--- config.mk ---
export PLATFORM = sky130hd
export DESIGN_NAME = io_port_ctrl
export DESIGN_NICKNAME = d
export VERILOG_FILES = /design/src/rtl/io_port_ctrl.sv
export SDC_FILE = /design/constraint.sdc
export NUM_CORES = 1
export LEC_CHECK = 0
export ABC_AREA = 0
export BUFFER_PORTS_ARGS = -buffer_cell sky130_fd_sc_hd__buf_2
export CORE_MARGIN = 3
export CORE_UTILIZATION = 29
export CTS_BUF_LIST = sky130_fd_sc_hd__clkbuf_4 sky130_fd_sc_hd__clkbuf_8
export CTS_CLUSTER_DIAMETER = 40
export DETAILED_ROUTE_END_ITERATION = 10
export HOLD_SLACK_MARGIN = 0.02
export PLACE_DENSITY_LB_ADDON = 0.2
export RECOVER_POWER = 25
export SYNTH_ARGS = -nofsm -noshare
export SYNTH_HDL_FRONTEND = slang
export SYNTH_SLANG_ARGS = --single-unit
--- constraint.sdc ---
create_clock -name clk_in -period 7.1 [get_ports clk_in]
set_input_delay 1.42 -clock clk_in [delete_from_list [all_inputs] [get_ports clk_in]]
set_output_delay 1.42 -clock clk_in [all_outputs]
set_load 0.01 [all_outputs]
--- src/rtl/io_port_ctrl.sv ---
// Memory-mapped IO port: tx byte FIFO toward the UART, rx byte pickup,
// a free-running cycle counter with snapshot readout, and a sticky stop flag.
module io_port_ctrl #(
    parameter int FIFO_AW     = 4,
    parameter int FULL_MARGIN = 2
) (
    input  logic        clk_in,
    input  logic        rst_in,
    input  logic        rdy_in,
    input  logic [31:0] mem_a,
    input  logic [7:0]  mem_dout,
    input  logic        mem_wr,
    output logic [7:0]  io_din,
    output logic        io_buffer_full,
    output logic [7:0]  tx_data,
    output logic        tx_valid,
    input  logic        tx_ready,
    input  logic [7:0]  rx_data,
    input  logic        rx_valid,
    output logic        rx_pop,
    output logic        prog_done
);
    localparam int DEPTH = 2 ** FIFO_AW;
    localparam logic [FIFO_AW+1:0] LP_DEPTH  = DEPTH[FIFO_AW+1:0];
    localparam logic [FIFO_AW+1:0] LP_MARGIN = FULL_MARGIN[FIFO_AW+1:0];
    localparam logic [17:0] A_DATA = 18'h30000;
    localparam logic [17:0] A_CTRL = 18'h30004;
    localparam logic [17:0] A_SNP1 = 18'h30005;
    localparam logic [17:0] A_SNP2 = 18'h30006;
    localparam logic [17:0] A_SNP3 = 18'h30007;

    logic [7:0]       r_mem [DEPTH];
    logic [FIFO_AW:0] r_wp, r_rp;
    logic [31:0]      r_cnt, r_snap;
    logic [7:0]       r_io_din;
    logic             r_bfull, r_done;

    logic [17:0]        w_addr;
    logic               w_io, w_rd, w_wr, w_push_req, w_push, w_pop;
    logic               w_empty, w_full;
    logic [7:0]         w_push_data;
    logic [FIFO_AW:0]   w_wp_n, w_rp_n, w_occ_n;
    logic [FIFO_AW+1:0] w_free_n;
    logic               w_unused_hi;

    assign w_unused_hi = &{1'b0, mem_a[31:18]};
    assign w_addr = mem_a[17:0];
    assign w_io   = rdy_in && (mem_a[17:16] == 2'b11);
    assign w_rd   = w_io && !mem_wr;
    assign w_wr   = w_io && mem_wr && !r_done;

    // The stop write always enqueues a 0x00 marker; ordinary zero bytes are filtered.
    assign w_push_req  = w_wr && (((w_addr == A_DATA) && (mem_dout != 8'h00)) || (w_addr == A_CTRL));
    assign w_push_data = (w_addr == A_CTRL) ? 8'h00 : mem_dout;

    assign w_empty  = (r_wp == r_rp);
    assign w_full   = (r_wp[FIFO_AW] != r_rp[FIFO_AW]) && (r_wp[FIFO_AW-1:0] == r_rp[FIFO_AW-1:0]);
    assign tx_valid = !w_empty;
    assign tx_data  = r_mem[r_rp[FIFO_AW-1:0]];
    assign w_pop    = tx_valid && tx_ready;
    assign w_push   = w_push_req && (!w_full || w_pop);

    assign w_wp_n   = r_wp + {{FIFO_AW{1'b0}}, w_push};
    assign w_rp_n   = r_rp + {{FIFO_AW{1'b0}}, w_pop};
    assign w_occ_n  = w_wp_n - w_rp_n;
    assign w_free_n = LP_DEPTH - {1'b0, w_occ_n};

    assign rx_pop         = !rst_in && w_rd && (w_addr == A_DATA) && rx_valid;
    assign io_din         = r_io_din;
    assign io_buffer_full = r_bfull;
    assign prog_done      = r_done;

    always_ff @(posedge clk_in) begin
        if (w_push) r_mem[r_wp[FIFO_AW-1:0]] <= w_push_data;
    end

    always_ff @(posedge clk_in or posedge rst_in) begin
        if (rst_in) begin
            r_wp     <= '0;
            r_rp     <= '0;
            r_cnt    <= '0;
            r_snap   <= '0;
            r_io_din <= '0;
            r_bfull  <= 1'b0;
            r_done   <= 1'b0;
        end else begin
            r_wp    <= w_wp_n;
            r_rp    <= w_rp_n;
            r_cnt   <= r_cnt + 32'd1;
            r_bfull <= (w_free_n <= LP_MARGIN);
            if (w_wr && (w_addr == A_CTRL)) r_done <= 1'b1;
            if (w_rd) begin
                case (w_addr)
                    A_DATA:  r_io_din <= rx_valid ? rx_data : 8'h00;
                    A_CTRL: begin
                        r_snap   <= r_cnt;
                        r_io_din <= r_cnt[7:0];
                    end
                    A_SNP1:  r_io_din <= r_snap[15:8];
                    A_SNP2:  r_io_din <= r_snap[23:16];
                    A_SNP3:  r_io_din <= r_snap[31:24];
                    default: r_io_din <= 8'h00;
                endcase
            end
        end
    end
endmodule

# Word level (Yosys, flattened, before mapping)
# Memory sizes are Yosys's and may differ from the RTL's.
# Index checks and enable logic that the tools add are counted.
# classes
n_addsub	5
magnitude_cmp	1
n_eq_ne	9
muxes	5
n_reduce_logical	22
# ops
cell	n
$eq A18 B18 Y1 const B	5
$pmux W8 S5	1
$add A32 B1 Y32 const B	1
$mux W8	2
$logic_and A1 B1 Y1	13
$add A5 B1 Y5	2
$reduce_bool A8 Y1	1
$le A6 B2 Y1 const B	1
$sub A5 B5 Y6 const A	1
$eq A5 B5 Y1	1
$logic_not A1 Y1	5
$sub A5 B5 Y5	1
$eq A4 B4 Y1	1
$eq A2 B2 Y1 const B	1
$logic_or A1 B1 Y1	2
$mux W1	2
$reduce_and A2 Y1	1
$ne A1 B1 Y1	1
# totals
register_bits	84
ramBits	128
out_inout_bits	20
mem_count	1
# mem_list
memory	depth	width	rd	rd_clocked_by_memory_dff	write_ports	line	text
r_mem	16	8	1	0	1	32	logic [7:0] r_mem [DEPTH];

# Longest topological paths before layout
# Gate-level depths: netlist of the first run.
# logic_depth
depth_word	10
mapped_depth	16

# Least setup slack after synthesis of the first run
# No wires, ideal clock.
# synth_path
path_kind	input -> register
from	input mem_a[0]
to	register r_bfull (netlist: io_buffer_full)
arrival_time_ps	4597
required_time_ps	7023
slack_ps	2425
stages	15
cell_sequence	buf_2 > or2_2 > a2111oi_2 > ha_1 > inv_1 > ha_1 > inv_1 > fa_1 > inv_1 > ha_1 > xor2_1 > xnor2_1 > xnor3_1 > a211o_1 > a21oi_1
# synth_via
elab_chain_len	9
word_cells_on_any_way	10
cone_classes	3 x add/sub; 1 x order compare; 2 x eq/ne; 4 x reduce/logical
# synth_rtl
element	line	text
from (decl)	10	input logic [31:0] mem_a,
$eq A18 B18 Y1	53	assign w_push_req = w_wr && (((w_addr == A_DATA) && (mem_dout != 8'h00)) || (w_addr == A_CTRL));
$logic_and A1 B1 Y1	53	
$logic_or A1 B1 Y1 (*)	53	
$logic_and A1 B1 Y1 (*)	53	
$logic_and A1 B1 Y1 (*)	61	assign w_push = w_push_req && (!w_full || w_pop);
$add A5 B1 Y5 (*)	63	assign w_wp_n = r_wp + {{FIFO_AW{1'b0}}, w_push};
via w_wp_n[0]	42	logic [FIFO_AW:0] w_wp_n, w_rp_n, w_occ_n;
$sub A5 B5 Y5 (*)	65	assign w_occ_n = w_wp_n - w_rp_n;
$sub A5 B5 Y6 (*)	66	assign w_free_n = LP_DEPTH - {1'b0, w_occ_n};
$le A6 B2 Y1 (*)	90	r_bfull <= (w_free_n <= LP_MARGIN);
to (signal assigned)	90	
to (decl)	36	logic r_bfull, r_done;
# Mark *: on every way through the listed nets, which the timed path passes. The rest lies on a longest branch.
# A chain may end at the register's enable or synchronous reset.

==> reports/qor.json, run 1 <==
{
  "drt": {
    "drc": 0,
    "ant_nets": 0,
    "detail_route.wirelength_um": 19700,
    "wire_per_inst_um": 19.4,
    "detail_route.first_pass.iterations": 6,
    "drt-initial-drc-count": 287,
    "routed_vias": 4764,
    "vias_per_cell": 4.70
  },
  "logic_synthesis": {
    "synthDominantCellAreaShare_pct": 44.0,
    "postSynthRegisterBits": 204,
    "synth_most_common_cell": "edfxtp_1",
    "synth_async_sr_flop_share_pct": 37.3,
    "synth_seq_area_share_pct": 65.8,
    "ys_warn_count": 0,
    "netlist-cell-type-count": 42,
    "synth_common_cells": "edfxtp_1, dfrtp_1, mux4_2",
    "synth_area_leader_cell": "edfxtp_1",
    "post_synth_main_area_contributors": "edfxtp_1, dfrtp_1, mux4_2",
    "synthesized_area_um2": 8730,
    "postSynthAreaPerCell_um2": 17.0,
    "syn-num-nets": 581,
    "synth_top_flop_cell": "edfxtp_1",
    "synthesis.instances": 515,
    "synth_enable_flop_cells": 128
  },
  "global_route": {
    "first_pass_grt_wire_length_um": 30400,
    "number_of_antenna_violations_at_the_first_check_in_global_routing": 0,
    "grt.total_usage_pct": 12.1,
    "vias_in_the_first_global_route": 5187,
    "grt_residual_overflow": 0,
    "grt_start_max_net_pins": 77
  },
  "die": {
    "i_o_pins": 74,
    "core_region_area_um2": 29200,
    "start_util_pct": 29.9,
    "die_area_um2": 32200,
    "chipHeight_um": 180,
    "die_w_um": 180,
    "placement_rows": 62
  },
  "power": {
    "p_int_mw": 2.36,
    "switching_share_pct": 28.0,
    "power_density_over_the_cells_nw_per_um2": 320,
    "power.share.sequential_pct": 40.4,
    "ir_worst_vdd_uv": 190,
    "power_frac_comb_pct": 22.8,
    "p_clk_share_pct": 36.8,
    "netSwitchingPower_mw": 0.918,
    "p_leak_nw": 3.98
  },
  "sta": {
    "worst_slew_pin_slew_ns": 4.12,
    "layout_skew_ns": 0.0301,
    "setup_violations": 0,
    "setup_tns_after_final_layout_ns": 0,
    "fmax_mhz": 196,
    "finalHoldViolCount": 0,
    "max-slew-margin-rel_pct": -174,
    "period_needed_ns": 5.11,
    "rsz0062_at_grt": "no",
    "postLayoutSetupSlackWorst_ns": 1.99,
    "number_of_max_slew_violations_in_the_final_report": 77,
    "finalCritPeriodShare_pct": 72.0
  },
  "cells_and_area": {
    "footprint_of_the_multi_input_gates_um2": 2830,
    "antenna_cells_inserted": 0,
    "post_layout_nonfiller_instances": 1014,
    "filler_cell_count": 2858,
    "design.final.nets": 668,
    "ff_latch_area_um2": 5750,
    "drive_gt1_share_pct": 31.1,
    "area.growth.synth_to_final_pct": 17.4
  },
  "clocking": {
    "cts.root.buffer_cell": "clkbuf_8",
    "htreeDepth": 2,
    "max-clock-path-buffers": 3,
    "cts_tree": "done",
    "clk_pin_slew_ns": 0.06,
    "cts.repair.resized": 0,
    "clk_latency_ns": 0.54,
    "postCtsHoldBufs": 0,
    "postCtsSetupBuffers": 0,
    "cts-buffers-inserted": 40,
    "clock_sinks": 204
  },
  "setup_path": {
    "worstPathRequired_ns": 6.45,
    "worst-endpoint-arrival_ns": 4.46,
    "worst_setup_start_kind": "input port",
    "path_class": "in2async",
    "worst-path-max-fanout": 76,
    "worst_setup_path_end_kind": "async pin"
  },
  "outcome": {
    "failing_checks": "max-capacitance violations, max-slew violations",
    "status": "finished with violations"
  },
  "flow_run": {
    "maxCapViolCount": 1
  },
  "place": {
    "numPortBuffers": 59,
    "detailedPlace.worstSlack_ns": 1.71,
    "hpwl_um": 13000,
    "dp.cells": 944,
    "final_weighted_congestion_of_routability_driven_global_placement": 0.743
  },
  "worst_hold_path": {
    "worst_hold_path_type": "reg2reg"
  }
}
[cell families (layout without fill, tap and decap cells)]
family	count (synthesis)	in the layout	share of synthesized area [%]
compound gates	26	26	2.02
xor+xnor	47	47	5.03
fa+ha+maj	12	12	1.81
buf+inv	33	148	1.85
flops	204	204	65.8
mux	72	72	16.3
simple gates	121	121	7.14
[per-layer routing]
metal	part of all wire, %	global-route usage (%)	up-vias
met3	4.8	2.77	43
met4	3.2	4.64	0
met1	47	17.0	2442
li1	-	-	2154
met2	45	18.5	125
met5	0	0	-
[final cells by class]
type	count	share of cell area [%]
clock buffers	50	6.16
multi-input cells	278	27.6
repair buffers	65	3.17
flip-flops and latches	204	56.1
inverters	13	0.476
clock inverters	20	1.79
well taps	384	4.69
[metrics by stage]
stage	util, %	power (mW)	hold WS (ns)	area [um2]
after floorplan	-	1.89	0.442	8730
after global placement	32.4	2.10	0.463	9450
after detailed placement	32.4	2.12	0.468	9450
after CTS	35.2	3.34	0.482	10300
after global routing	35.1	3.45	0.516	10200
final	35.1	3.28	0.479	10200
[power by group through the flow]
stage	logic (mW)	registers, mW	clock network, mW
final	0.749	1.32	1.21
after global routing	0.821	1.33	1.30
after CTS	0.768	1.33	1.24
after detailed placement	0.764	1.35	0
after global placement	0.753	1.35	0
after floorplan	0.583	1.31	0
[flip-flops by register name, summed over array words and instances, names as in the netlist]
| signal | flops |
|---|---|
| io_buffer_full | 1 |
| prog_done | 1 |
| r_rp | 5 |
| r_wp | 5 |
| r_snap | 24 |
| r_mem | 128 |
| io_din | 8 |
| r_cnt | 32 |
[worst max-delay path: stages]
cell and delay [ns]:
clkbuf_1 0.08, inv_1 0.05, clkbuf_1 2.89
[cells in the final DEF, fill, tap and decap left out, types with 3 or more instances in the layout]
cell	n
and3_1	7
clkinvlp_4	3
clkbuf_1	10
mux2_4	20
and4_1	4
inv_1	13
nor2_1	25
dfrtp_1	75
ha_1	11
xor2_1	19
and2_1	10
nand4_1	3
clkbuf_4	9
nor4_1	4
mux4_2	48
buf_4	5
clkinv_1	7
nand3_1	22
clkbuf_8	41
xnor2_1	26
a22oi_1	8
bufinv_16	3
buf_2	50
or3_1	3
clkinv_2	5
nor3_1	7
o21ai_0	10
edfxtp_1	128
mux2_2	4
nand2_1	23
[worst paths after layout]
kind                                       start                       end  slack [ns]  cells past startpoint
max in group clk_in                     mem_a[9]  io_buffer_full$_DFF_PP0_        2.27                     16
min                        io_din[0]$_DFFE_PP0P_     io_din[0]$_DFFE_PP0P_        0.48                      2
max reg2reg                    r_rp[3]$_DFF_PP0_  io_buffer_full$_DFF_PP0_        2.48                     15
max                                       rst_in         r_rp[0]$_DFF_PP0_        1.99                      3
min reg2reg                io_din[0]$_DFFE_PP0P_     io_din[0]$_DFFE_PP0P_        0.48                      2
min in group asynchronous                 rst_in     prog_done$_DFFE_PP0P_        2.51                      3
Note: power is estimated with default switching activity, not from simulation.
==> inputs of run 2 (changes only) <==
==> constraint.sdc (replaced) <==
create_clock -name clk_in -period 4.45 [get_ports clk_in]
set_input_delay 0.89 -clock clk_in [delete_from_list [all_inputs] [get_ports clk_in]]
set_output_delay 0.89 -clock clk_in [all_outputs]
set_load 0.01 [all_outputs]
==> run 2 against run 1 <==
Compared with the run above: the run still ends with max-capacitance violations, max-slew violations left; worst setup slack lost 1.6 ns; sequential cell count is the same; critical endpoint is now io_buffer_full$_DFF_PP0_; clock skew shrank 0.0049 ns; largest cell class unchanged; highest routed layer unchanged; largest power group unchanged.
==> reports/qor.json, run 2 (synthesis results as in run 1) <==
{
  "clocking": {
    "cts.repair.resized": 0,
    "clk_pin_slew_ns": 0.06,
    "clk_latency_ns": 0.52,
    "postCtsSetupBuffers": 0,
    "cts_tree": "done",
    "postCtsHoldBufs": 0,
    "clock_sinks": 204,
    "cts-buffers-inserted": 40,
    "cts.root.buffer_cell": "clkbuf_8",
    "htreeDepth": 2,
    "max-clock-path-buffers": 3
  },
  "global_route": {
    "grt_residual_overflow": 0,
    "number_of_antenna_violations_at_the_first_check_in_global_routing": 0,
    "vias_in_the_first_global_route": 5299,
    "first_pass_grt_wire_length_um": 31500,
    "grt_start_max_net_pins": 42,
    "grt.total_usage_pct": 12.6
  },
  "cells_and_area": {
    "postLayoutCellArea_um2": 10400,
    "drive_gt1_share_pct": 34.5,
    "antenna_cells_inserted": 0,
    "design.final.nets": 695,
    "ff_latch_area_um2": 5750,
    "mostFrequentLayoutCell": "edfxtp_1",
    "most-common-layout-cells": "edfxtp_1, dfrtp_1, buf_2",
    "largest_register_ff_count": 128,
    "footprint_of_the_multi_input_gates_um2": 2820,
    "filler_cell_count": 2849,
    "area.growth.synth_to_final_pct": 19.3
  },
  "drt": {
    "wire_per_inst_um": 19.6,
    "vias_per_cell": 4.71,
    "drc": 0,
    "routed_vias": 4900,
    "detail_route.first_pass.iterations": 4,
    "detail_route.wirelength_um": 20400,
    "ant_nets": 0,
    "drt-initial-drc-count": 366
  },
  "power": {
    "power_mw": 5.21,
    "p_leak_nw": 4.11,
    "switching_share_pct": 27.9,
    "netSwitchingPower_mw": 1.45,
    "power_density_over_the_cells_nw_per_um2": 500,
    "ir_worst_vdd_uv": 190,
    "power_frac_comb_pct": 25.3,
    "p_clk_share_pct": 35.2,
    "p_int_mw": 3.76,
    "power.share.sequential_pct": 39.6
  },
  "setup_path": {
    "path_class": "reg2reg",
    "timing.critical_path.slowest_stage_cell": "fa_1",
    "worst-endpoint-arrival_ns": 4.48,
    "reg2regPathDepth": 16,
    "critical_path.cell_chain": "xor2_1 -> nor4_1 -> buf_4 -> nand2_1 -> and2_1 -> ha_1 -> ha_1 -> inv_1 -> fa_1 -> inv_1 -> ha_1 -> xor2_1 -> xnor2_1 -> xnor3_1 -> a211o_1 -> a21oi_1",
    "worst_setup_path_end_kind": "register",
    "max_stage_delay_ns": 0.57,
    "worstPathRequired_ns": 4.89,
    "worst-path-max-fanout": 10,
    "path_common_cell": "ha_1",
    "worst_setup_start_kind": "register"
  },
  "outcome": {
    "status": "finished with violations",
    "failing_checks": "max-capacitance violations, max-slew violations"
  },
  "sta": {
    "setup_violations": 0,
    "rsz0062_at_grt": "no",
    "max-slew-margin-rel_pct": -46.7,
    "worst_slew_pin_slew_ns": 2.20,
    "finalHoldViolCount": 0,
    "number_of_max_slew_violations_in_the_final_report": 42,
    "layout_skew_ns": 0.0252,
    "fmax_mhz": 247,
    "period_needed_ns": 4.04,
    "setup_tns_after_final_layout_ns": 0,
    "finalCritPeriodShare_pct": 90.9
  },
  "flow_run": {
    "maxCapViolCount": 1
  },
  "die": {
    "core_region_area_um2": 29200,
    "placement_rows": 62,
    "chipHeight_um": 180,
    "die_area_um2": 32200,
    "i_o_pins": 74,
    "die_w_um": 180,
    "start_util_pct": 29.9
  },
  "worst_hold_path": {
    "whs_path_depth": 1,
    "worst_hold_path_type": "reg2reg"
  },
  "place": {
    "hpwl_um": 13600,
    "placement.cell_area_um2": 9640,
    "numPortBuffers": 59,
    "final_weighted_congestion_of_routability_driven_global_placement": 0.770
  }
}
run 2: stage by stage:
step / hold slack (ns) / instances / setup WS, ns / utilization, %
floorplan: 0.442 / 515 / 0.305 / -
global placement: 0.457 / 971 / 0.00434 / 33.1
detailed placement: 0.460 / 971 / 0.0457 / 33.1
CTS: 0.474 / 1040 / 0.423 / 35.8
global route: 0.488 / 1040 / 0.159 / 35.7
finish: 0.475 / 1040 / 0.405 / 35.7
run 2: power groups by stage:
stage	combinational (mW)	clock, mW	sequential (mW)
after CTS	1.35	1.90	2.06
final	1.32	1.83	2.06
after floorplan	0.930	0	2.09
after global routing	1.43	2.00	2.06
after detailed placement	1.34	0	2.10
after global placement	1.32	0	2.10
run 2: final timing paths:
kind,start,end,slack (ns)
worst max-delay path,r_wp[3]$_DFF_PP0_,io_buffer_full$_DFF_PP0_,0.41
worst min-delay path,r_cnt[31]$_DFF_PP0_,r_cnt[31]$_DFF_PP0_,0.47
worst max register to register,r_wp[3]$_DFF_PP0_,io_buffer_full$_DFF_PP0_,0.41
worst min register to register,r_cnt[31]$_DFF_PP0_,r_cnt[31]$_DFF_PP0_,0.47
max in group asynchronous,rst_in,r_cnt[5]$_DFF_PP0_,0.95
min in group asynchronous,rst_in,r_cnt[24]$_DFF_PP0_,0.77
run 2: layout make-up:
| type | count | share of cell area (%) |
|---|---|---|
| repair buffers | 92 | 5.06 |
| clock inverters | 14 | 1.09 |
| flip-flops and latches | 204 | 55.2 |
| inverters | 13 | 0.469 |
| well taps | 384 | 4.61 |
| multi-input cells | 278 | 27.1 |
| clock buffers | 55 | 6.49 |
run 2: per-layer routing:
metal	wire (um)	track usage, %	vias to the layer above	share of wire (%)
met1	9160	17.5	2511	45
li1	-	-	2207	-
met2	9240	19.1	137	45
met5	0	0	-	0
met4	726	5.14	0	3.6
met3	1240	3.23	45	6.1
run 2: critical path: cells and delay by family, from the launching register on:
kind,cells,cell delay (ns)
adders and majority gates,4,1.28
xor gates and xnor gates,4,0.76
buffers and inverters,3,0.33
and+or+nand+nor,3,0.66
AOI/OAI and AO/OA,2,0.42
DFF,1,0.50
==> inputs of run 3 (changes only) <==
--- a/config.mk
+++ b/config.mk
@@ -6,10 +6,10 @@
 export NUM_CORES = 1
 export LEC_CHECK = 0
 export ABC_AREA = 0
-export BUFFER_PORTS_ARGS = -buffer_cell sky130_fd_sc_hd__buf_2
+export BUFFER_PORTS_ARGS = -buffer_cell sky130_fd_sc_hd__buf_4
 export CORE_MARGIN = 3
 export CORE_UTILIZATION = 29
-export CTS_BUF_LIST = sky130_fd_sc_hd__clkbuf_4 sky130_fd_sc_hd__clkbuf_8
+export CTS_BUF_LIST = sky130_fd_sc_hd__clkbuf_16
 export CTS_CLUSTER_DIAMETER = 40
 export DETAILED_ROUTE_END_ITERATION = 10
 export HOLD_SLACK_MARGIN = 0.02
==> constraint.sdc (replaced) <==
create_clock -name clk_in -period 4.45 [get_ports clk_in]
set_input_delay 0.89 -clock clk_in [delete_from_list [all_inputs] [get_ports clk_in]]
set_output_delay 0.89 -clock clk_in [all_outputs]
set_load 0.02 [all_outputs]
==> run 3 against run 2 <==
Compared with the run above: the run still ends with max-capacitance violations, max-slew violations left; core utilization is 1.0 points higher; sequential power hardly changed; global-route usage is 0.45 points lower; combinational power is 7% higher; die area stayed put; hold slack worse by 0.0048 ns; power is 11% higher; wire length is 2.9% lower; critical path type unchanged; non-clock buffer count is 2 lower.
==> reports/qor.json, run 3 (synthesis results as in run 1) <==
{
  "sta": {
    "finalHoldViolCount": 0,
    "hold_ws_ns": 0.470,
    "finalCritPeriodShare_pct": 89.9,
    "rsz0062_at_grt": "no",
    "worst_slew_pin_slew_ns": 2.27,
    "period_needed_ns": 4.00,
    "postLayoutSetupSlackWorst_ns": 0.451,
    "max-slew-margin-rel_pct": -51.5,
    "layout_skew_ns": 0.0165,
    "number_of_max_slew_violations_in_the_final_report": 44,
    "setup_tns_after_final_layout_ns": 0,
    "fmax_mhz": 250,
    "setup_violations": 0
  },
  "die": {
    "i_o_pins": 74,
    "start_util_pct": 29.9,
    "core_region_area_um2": 29200,
    "placement_rows": 62,
    "die_area_um2": 32200,
    "chipHeight_um": 180,
    "die_w_um": 180
  },
  "global_route": {
    "grt.total_usage_pct": 12.2,
    "grt_residual_overflow": 0,
    "first_pass_grt_wire_length_um": 30800,
    "vias_in_the_first_global_route": 5032,
    "grt_start_max_net_pins": 44,
    "number_of_antenna_violations_at_the_first_check_in_global_routing": 0
  },
  "clocking": {
    "htreeDepth": 1,
    "clock_sinks": 204,
    "clk_pin_slew_ns": 0.05,
    "cts-buffers-inserted": 29,
    "cts_tree": "done",
    "postCtsSetupBuffers": 0,
    "postCtsHoldBufs": 0,
    "cts.repair.resized": 0,
    "clk_latency_ns": 0.52,
    "max-clock-path-buffers": 3,
    "cts.root.buffer_cell": "clkbuf_16"
  },
  "setup_path": {
    "worst_setup_start_kind": "register",
    "worst-endpoint-arrival_ns": 4.45,
    "path_class": "reg2reg",
    "worst_setup_path_end_kind": "register",
    "worst-path-max-fanout": 10,
    "worstPathRequired_ns": 4.90
  },
  "place": {
    "detailedPlace.worstSlack_ns": -0.112,
    "final_weighted_congestion_of_routability_driven_global_placement": 0.764,
    "dp.cells": 969,
    "hpwl_um": 13500,
    "numPortBuffers": 59
  },
  "power": {
    "power_density_over_the_cells_nw_per_um2": 541,
    "p_leak_nw": 4.20,
    "power_mw": 5.79,
    "ir_worst_vdd_uv": 349
  },
  "cells_and_area": {
    "area.growth.synth_to_final_pct": 22.7,
    "post_layout_nonfiller_instances": 1021,
    "most-common-layout-cells": "edfxtp_1, dfrtp_1, buf_4",
    "largest_register_ff_count": 128,
    "filler_cell_count": 2792,
    "mostFrequentLayoutCell": "edfxtp_1",
    "design.final.nets": 682,
    "drive_gt1_share_pct": 30.9,
    "footprint_of_the_multi_input_gates_um2": 2820,
    "antenna_cells_inserted": 0,
    "ff_latch_area_um2": 5750
  },
  "drt": {
    "drt-initial-drc-count": 380,
    "detail_route.wirelength_um": 19800,
    "wire_per_inst_um": 19.4,
    "vias_per_cell": 4.67,
    "ant_nets": 0,
    "detail_route.first_pass.iterations": 4,
    "drc": 0,
    "routed_vias": 4766
  },
  "worst_hold_path": {
    "worst_hold_path_type": "reg2reg"
  },
  "flow_run": {
    "maxCapViolCount": 1
  },
  "outcome": {
    "status": "finished with violations",
    "failing_checks": "max-capacitance violations, max-slew violations"
  }
}
==> run 3: cell types whose count changed in the layout (fill, tap and decap cells not counted) <==
cell / previous run / this run
buf_2: 52 / 0
buf_4: 31 / 74
bufinv_16: 1 / 5
clkbuf_1: 9 / 14
clkbuf_16: 0 / 29
clkbuf_4: 13 / 2
clkbuf_8: 42 / 0
clkinv_1: 2 / 3
clkinv_2: 5 / 3
clkinvlp_4: 3 / 2
inv_1: 13 / 17
inv_6: 1 / 3
inv_8: 1 / 2
==> run 3: path summary, 6_finish.rpt <==
kind / start / endpoint / slack [ns] / depth (start not counted)
max reg2reg: r_wp[3]$_DFF_PP0_ / io_buffer_full$_DFF_PP0_ / 0.45 / 16
min in group asynchronous: rst_in / io_buffer_full$_DFF_PP0_ / 0.75 / 2
max in group asynchronous: rst_in / io_din[0]$_DFFE_PP0P_ / 0.94 / 3
max: r_wp[3]$_DFF_PP0_ / io_buffer_full$_DFF_PP0_ / 0.45 / 16
min: r_cnt[31]$_DFF_PP0_ / r_cnt[31]$_DFF_PP0_ / 0.47 / 1
min reg2reg: r_cnt[31]$_DFF_PP0_ / r_cnt[31]$_DFF_PP0_ / 0.47 / 1
==> run 3: through the flow <==
| step | area [um2] | util (%) |
|---|---|---|
| 3_5_place_dp | 9770 | 33.5 |
| 5_1_grt | 10700 | 36.7 |
| 2_1_floorplan | 8730 | - |
| 6_report | 10700 | 36.7 |
| 3_3_place_gp | 9770 | 33.5 |
| 4_1_cts | 10800 | 36.9 |
==> run 3: where the power goes <==
part / leakage, nW / switching, mW / internal [mW]
Clock: 0.496 / 0.839 / 1.48
Combinational: 1.52 / 0.700 / 0.710
Sequential: 2.19 / 0.0168 / 2.04
==> run 3: worst max-delay path: stages, from the launching register on <==
cell      delay [ns]
dfrtp_1         0.50
xor2_1          0.19
nor4_1          0.35
clkbuf_1        0.19
nand2_1         0.09
and2_1          0.17
ha_1            0.20
ha_1            0.29
inv_1           0.08
fa_1            0.58
inv_1           0.07
ha_1            0.21
xor2_1          0.15
xnor2_1         0.20
xnor3_1         0.25
a211o_1         0.27
a21oi_1         0.13
==> run 3: area by class of cell <==
cell class | instances | area share (%)
clock buffer | 29 | 6.77
sequential | 204 | 53.7
clock inverter | 23 | 2.46
timing repair buffer | 90 | 5.82
tap | 384 | 4.49
inverter | 13 | 0.456
multi-input combinational | 278 | 26.4
==> run 3: metal layers <==
metal / part of all wire (%) / vias to the layer above / GRT usage, %
li1: - / 2178 / -
met1: 46 / 2435 / 17.8
met2: 46 / 130 / 19.0
met3: 6.6 / 23 / 2.26
met4: 1.4 / 0 / 2.69
met5: 0 / - / 0
